--- src/rtl/seg_display_arbiter.sv ---
// Round-robin arbiter sharing one 7-segment display between NREQ requesters.
// The winner's pattern is latched and shown for HOLD_CYCLES, then the winner gets a one-cycle ack.
module seg_display_arbiter #(
  parameter int unsigned NREQ         = 3,
  parameter int unsigned HOLD_CYCLES  = 8,
  parameter logic [7:0]  IDLE_PATTERN = 8'b00000010
) (
  input  logic              clk,
  input  logic              rst_n,
  input  logic              ena,
  input  logic [NREQ-1:0]   req,
  input  logic [8*NREQ-1:0] pat,
  output logic [NREQ-1:0]   grant,
  output logic [NREQ-1:0]   ack,
  output logic [7:0]        seg,
  output logic              busy
);

  localparam int unsigned CNT_W = $clog2(HOLD_CYCLES + 1);
  localparam int unsigned PTR_W = (NREQ > 2) ? $clog2(NREQ) : 1;

  typedef enum logic [1:0] {
    ST_IDLE = 2'd0,
    ST_SHOW = 2'd1,
    ST_ACK  = 2'd2
  } state_e;

  state_e           state_q, state_d;
  logic [CNT_W-1:0] cnt_q, cnt_d;
  logic [PTR_W-1:0] ptr_q, ptr_d;
  logic [PTR_W-1:0] win_q, win_d;
  logic [NREQ-1:0]  grant_q, grant_d;
  logic [NREQ-1:0]  ack_q, ack_d;
  logic [7:0]       seg_q, seg_d;
  logic             busy_q, busy_d;

  logic             hit_hi, hit_lo;
  logic [PTR_W-1:0] w_hi, w_lo, w_sel;
  logic [7:0]       p_hi, p_lo, p_sel;

  // First set request at or above the pointer, else the first set request overall (wrap).
  always_comb begin
    hit_hi = 1'b0;
    hit_lo = 1'b0;
    w_hi   = '0;
    w_lo   = '0;
    p_hi   = '0;
    p_lo   = '0;
    for (int j = 0; j < NREQ; j++) begin
      if (req[j] && !hit_hi && (PTR_W'(j) >= ptr_q)) begin
        hit_hi = 1'b1;
        w_hi   = PTR_W'(j);
        p_hi   = pat[8*j +: 8];
      end
      if (req[j] && !hit_lo) begin
        hit_lo = 1'b1;
        w_lo   = PTR_W'(j);
        p_lo   = pat[8*j +: 8];
      end
    end
    w_sel = hit_hi ? w_hi : w_lo;
    p_sel = hit_hi ? p_hi : p_lo;
  end

  always_comb begin
    state_d = state_q;
    cnt_d   = cnt_q;
    ptr_d   = ptr_q;
    win_d   = win_q;
    grant_d = grant_q;
    seg_d   = seg_q;
    busy_d  = busy_q;
    ack_d   = ena ? '0 : ack_q;
    if (ena) begin
      case (state_q)
        ST_IDLE: begin
          if (hit_lo) begin
            state_d = ST_SHOW;
            win_d   = w_sel;
            grant_d = NREQ'(1) << w_sel;
            seg_d   = p_sel;
            cnt_d   = CNT_W'(HOLD_CYCLES - 1);
            busy_d  = 1'b1;
          end
        end
        ST_SHOW: begin
          if (cnt_q == '0) begin
            state_d = ST_ACK;
            ack_d   = grant_q;
            grant_d = '0;
            seg_d   = IDLE_PATTERN;
            ptr_d   = (win_q == PTR_W'(NREQ - 1)) ? '0 : win_q + PTR_W'(1);
          end else begin
            cnt_d = cnt_q - CNT_W'(1);
          end
        end
        ST_ACK: begin
          state_d = ST_IDLE;
          busy_d  = 1'b0;
        end
        default: begin
          state_d = ST_IDLE;
          grant_d = '0;
          seg_d   = IDLE_PATTERN;
          busy_d  = 1'b0;
        end
      endcase
    end
  end

  always_ff @(posedge clk) begin
    if (!rst_n) begin
      state_q <= ST_IDLE;
      cnt_q   <= '0;
      ptr_q   <= '0;
      win_q   <= '0;
      grant_q <= '0;
      ack_q   <= '0;
      seg_q   <= IDLE_PATTERN;
      busy_q  <= 1'b0;
    end else begin
      state_q <= state_d;
      cnt_q   <= cnt_d;
      ptr_q   <= ptr_d;
      win_q   <= win_d;
      grant_q <= grant_d;
      ack_q   <= ack_d;
      seg_q   <= seg_d;
      busy_q  <= busy_d;
    end
  end

  assign grant = grant_q;
  assign ack   = ack_q;
  assign seg   = seg_q;
  assign busy  = busy_q;

endmodule

--- config.mk ---
export PLATFORM = sky130hd
export DESIGN_NAME = seg_display_arbiter
export DESIGN_NICKNAME = d
export VERILOG_FILES = /design/src/rtl/seg_display_arbiter.sv
export SDC_FILE = /design/constraint.sdc
export NUM_CORES = 1
export LEC_CHECK = 0
export BUFFER_PORTS_ARGS = -buffer_cell sky130_fd_sc_hd__buf_2
export CAP_MARGIN = 20
export CORE_MARGIN = 3
export CORE_UTILIZATION = 55
export CTS_CLUSTER_DIAMETER = 40
export DETAILED_ROUTE_END_ITERATION = 7
export GPL_TIMING_DRIVEN = 0
export PLACE_DENSITY = 0.84
export SYNTH_ARGS = -nofsm -noshare
export SYNTH_HDL_FRONTEND = slang
export SYNTH_SLANG_ARGS = --single-unit
--- constraint.sdc ---
create_clock -name clk -period 3 [get_ports clk]
set_input_delay 0.15 -clock clk [delete_from_list [all_inputs] [get_ports clk]]
set_output_delay 0.15 -clock clk [all_outputs]
set_load 0.02 [all_outputs]
==> PnR_summary.wiki <==
{| class="wikitable"
! Metric !! Value
|-
| Floorplan row count || 18
|-
| Slew Viols, Final || 0
|-
| Number of antenna-violating nets in the routed design || 0
|-
| Total wire length || about 3.8 mm
|-
| Iter 0 DRT Violations || 105
|-
| Switching Share || about a third
|-
| Met3 routed wirelength || 312 microns
|-
| Setup fix buffers added after clock tree synthesis || 0
|-
| Min Clock Period, post-route || 1.975 ns
|-
| Yosys warning total || 0
|-
| Count of distinct cell types in the synthesized netlist || 41
|-
| Int Power || 492.4 uW
|-
| Kind of launch point of the worst setup path || register
|-
| Kind of critical path || register to register
|-
| Status || completed
|-
| Critical Path Most Common Cell || sky130_fd_sc_hd__nor2_1
|-
| Final global-route overflow total || 0
|-
| Setup violation total in the final timing report || 0
|-
| Worst-case clock buffer depth || 2
|-
| CTS H-Tree Depth || 1
|-
| Slew HR || 59.91%
|-
| Most frequent standard cell in the layout excluding fill and tap cells || sky130_fd_sc_hd__buf_2
|-
| Final RePlAce weighted congestion || roughly 0.84
|-
| Number of input and output port buffers inserted || 42
|-
| Number of max-capacitance violations reported || 0
|-
| Die width || 58.62 microns
|-
| Areal power density over the cells || 406.9 mW/mm^2
|-
| Sequential Power Share || between 50% and 60%
|-
| Unrepaired setup endpoints after global routing || false
|-
| Fraction of final layout cells with drive strength greater than 1 || 24.79%
|-
| Post_cts resized || 0
|-
| DR vias/cell || a little under 6
|-
| Die outline height || 58.62 microns
|-
| Max FO, Critical Path || 9
|-
| CTS clk-pin slew, worst paths || about 0.14 ns
|-
| Maximum clock frequency || ~500 MHz
|-
| Non-Filler Instances || 268
|-
| DRT met1 WL || about 1.7 mm
|-
| Clock Sinks || 25
|-
| Crit path cell chain || buf_2 -> nor2_1 -> nand3_1 -> nor2_1 -> o221ai_1 -> o2bb2ai_1
|-
| Mapped Nets || roughly 220
|-
| Worst-path cell with the longest stage delay || sky130_fd_sc_hd__nor2_1
|-
| Root buffer cell || sky130_fd_sc_hd__clkbuf_4
|-
| Synthesis-to-layout area growth || 18.08%
|-
| TritonCTS clock tree || built
|-
| Placed insts || 264
|-
| Number of antenna violations at the first check in global routing || 0
|-
| Overall routing resource usage || 23.34%
|-
| Commonest non-fill, non-tap cells in the layout || sky130_fd_sc_hd__buf_2, sky130_fd_sc_hd__nor2_1, sky130_fd_sc_hd__dfxtp_1
|-
| Number of global-route vias before repair || 1,364
|-
| Highest routing layer actually used || met4
|-
| Post-synthesis area per instance || between 7 and 8 sq um
|-
| Final-report hold violation count || 0
|-
| Share of power burned in combinational logic || between 20 and 30%
|-
| Half-perimeter wire length after detailed placement || 2.858 mm
|-
| Number of nets in the layout || 270
|-
| Slack of the worst reg-to-reg path || 1.03 ns
|-
| Type of destination of the critical path || register
|-
| Post-Syn Instances || 192
|-
| Final worst-path cycle share || 65.82%
|-
| Cts bufs inserted || 3
|-
| Starting density of the core || approximately 60%
|-
| Seq/Total Area, Yosys || 32.87%
|-
| Worst Path Arrival || 2.24 ns
|-
| Worst-skew pair later-pin latency || ~0.32 ns
|-
| I/O pins || 45
|-
| Kind of cell with the highest combined delay on the critical path || simple AND/OR/NAND/NOR gates
|-
| Sum Neg Setup Slack || 0 ns
|-
| Wire length per cell after detailed routing || approximately 14 microns
|-
| Antenna diodes || 0
|-
| CP required || 3.27 ns
|-
| Area of the mapped netlist || approximately 0.0015 sq mm
|-
| DRC errors left || 0
|-
| Switching power total || 239.1 uW
|-
| WL met2 || 1.723 mm
|-
| Critical Path Max Stage Delay || 0.56 ns
|-
| Peak supply drop || 0.4144 mV
|-
| Hold buffer count at CTS || 0
|-
| Hold WC Path Type || primary input to register
|-
| Register bit count reported by yosys || 25
|-
| Largest net degree at the start of global routing || 15
|-
| First-pass detailed-route iteration total || 4
|-
| First-pass GRT wire length || 6.223 mm
|-
| Die Footprint || 0.003436 sq mm
|-
| Buffering stage count on the worst path with inverters included || 1
|-
| Core area || 0.002545 sq mm
|-
| Total number of vias || approximately 1,600
|-
| Share of power burned in the clock network || 21.0%
|-
| Slew at the pin closest to its max-slew limit || 0.5991 ns
|-
| P_leak || 0.0008448 uW
|-
| Setup skew after layout || 0.002699 ns
|}
## worst reg2reg max path: stages, from the launching register on
cell	delay, ns
sky130_fd_sc_hd__dfxtp_1	0.33
sky130_fd_sc_hd__buf_2	0.17
sky130_fd_sc_hd__nor2_1	0.15
sky130_fd_sc_hd__nand3_1	0.28
sky130_fd_sc_hd__nor2_1	0.56
sky130_fd_sc_hd__o221ai_1	0.27
sky130_fd_sc_hd__o2bb2ai_1	0.17
## Yosys cell counts
cell                        number  area, sq um
sky130_fd_sc_hd__and2_4          1        8.760
sky130_fd_sc_hd__a32o_1          1        10.01
sky130_fd_sc_hd__o21a_1          2        15.01
sky130_fd_sc_hd__o2111ai_1       1        8.760
sky130_fd_sc_hd__and4_1          2        17.52
sky130_fd_sc_hd__a31oi_1         6        37.54
sky130_fd_sc_hd__buf_6           2        22.52
sky130_fd_sc_hd__nand2_1        17        63.81
sky130_fd_sc_hd__nand2b_1        3        18.77
sky130_fd_sc_hd__nor3_1          2        10.01
sky130_fd_sc_hd__or3_4           1        11.26
sky130_fd_sc_hd__clkbuf_1        7        26.28
sky130_fd_sc_hd__a22oi_1         6        45.04
sky130_fd_sc_hd__o221a_2         1        11.26
sky130_fd_sc_hd__nand3b_1        3        22.52
sky130_fd_sc_hd__or2_2           1        6.260
sky130_fd_sc_hd__inv_1          13        48.80
sky130_fd_sc_hd__a21bo_2         1        10.01
sky130_fd_sc_hd__a221o_1         1        10.01
sky130_fd_sc_hd__o2111a_1        1        11.26
sky130_fd_sc_hd__o22ai_1         1        6.260
sky130_fd_sc_hd__and3_1          1        6.260
sky130_fd_sc_hd__a21oi_1        14        70.07
sky130_fd_sc_hd__nand3_1         3        15.01
sky130_fd_sc_hd__nor2_1         26        97.59
sky130_fd_sc_hd__o211a_1         6        60.06
sky130_fd_sc_hd__o21ai_0         6        30.03
sky130_fd_sc_hd__o221ai_1        6        52.55
sky130_fd_sc_hd__o22a_1          1        8.760
sky130_fd_sc_hd__nand4bb_1       1        11.26
sky130_fd_sc_hd__a21o_1          2        15.01
sky130_fd_sc_hd__nor2b_1        10        62.56
sky130_fd_sc_hd__a211o_4         1        17.52
sky130_fd_sc_hd__mux2i_1         3        30.03
sky130_fd_sc_hd__o31ai_4         1        21.27
sky130_fd_sc_hd__ha_1            1        12.51
sky130_fd_sc_hd__dfxtp_1        25        500.5
sky130_fd_sc_hd__o2bb2ai_1       6        52.55
sky130_fd_sc_hd__xnor2_1         1        8.760
sky130_fd_sc_hd__a2111oi_0       1        8.760
sky130_fd_sc_hd__buf_2           4        20.02
## per-stage QoR
step                area (sq um)  total power [uW]  util [%]  hold slack (ns)  worst slack, ns
finish                      1798             731.5     70.65          0.09392            1.025
global route                1798             771.4     70.65          0.08724           0.8838
CTS                         1798             733.6     70.65          0.08965            1.082
detailed placement          1770             583.2     69.57           0.4460            1.102
global placement            1770             578.5     69.57           0.4420            1.144
floorplan                   1523             517.5         -           0.2675            1.435
## worst paths after layout
| path | startpoint | to | cells after the start |
|---|---|---|---|
| setup / recovery | state_q[0] | seg[3] | 6 |
| hold / removal | rst_n | state_q[1] | 2 |
| setup reg to reg | state_q[0] | seg[3] | 6 |
| hold reg to reg | seg[3] | seg[3] | 1 |
## per-layer routing
metal	vias up	global-route usage, %
met5	-	0
li1	791	-
met4	0	7.767
met1	708	33.02
met2	66	35.57
met3	7	4.605
## cell families (layout without fill, tap and decap cells)
| group | count (synthesis) | in the layout | share of synthesized area, % |
|---|---|---|---|
| xor gates and xnor gates | 1 | 1 | 0.5753 |
| AOI/OAI and AO/OA | 65 | 65 | 32.95 |
| DFF | 25 | 25 | 32.87 |
| buffers and inverters | 26 | 72 | 7.724 |
| adders and majority gates | 1 | 1 | 0.8216 |
| and+or+nand+nor | 71 | 71 | 23.09 |
| muxes | 3 | 3 | 1.972 |
## area by class of cell
class	count	area (sq um)
Buffer	13	68.82
Clock buffer	3	22.52
Clock inverter	1	5.005
Fill cell	228	747.0
Inverter	13	48.80
Multi-Input combinational cell	141	904.6
Sequential cell	25	500.5
Tap cell	30	37.54
Timing Repair Buffer	42	210.2
## power groups by stage
stage / Combinational (uW) / Sequential [uW] / Clock (uW)
2_1_floorplan: 123 / 395 / 0
3_3_place_gp: 200 / 378 / 0
3_5_place_dp: 204 / 379 / 0
4_1_cts: 205 / 371 / 157
5_1_grt: 228 / 374 / 169
6_report: 206 / 371 / 154
Power figures use the tool's default switching activity.
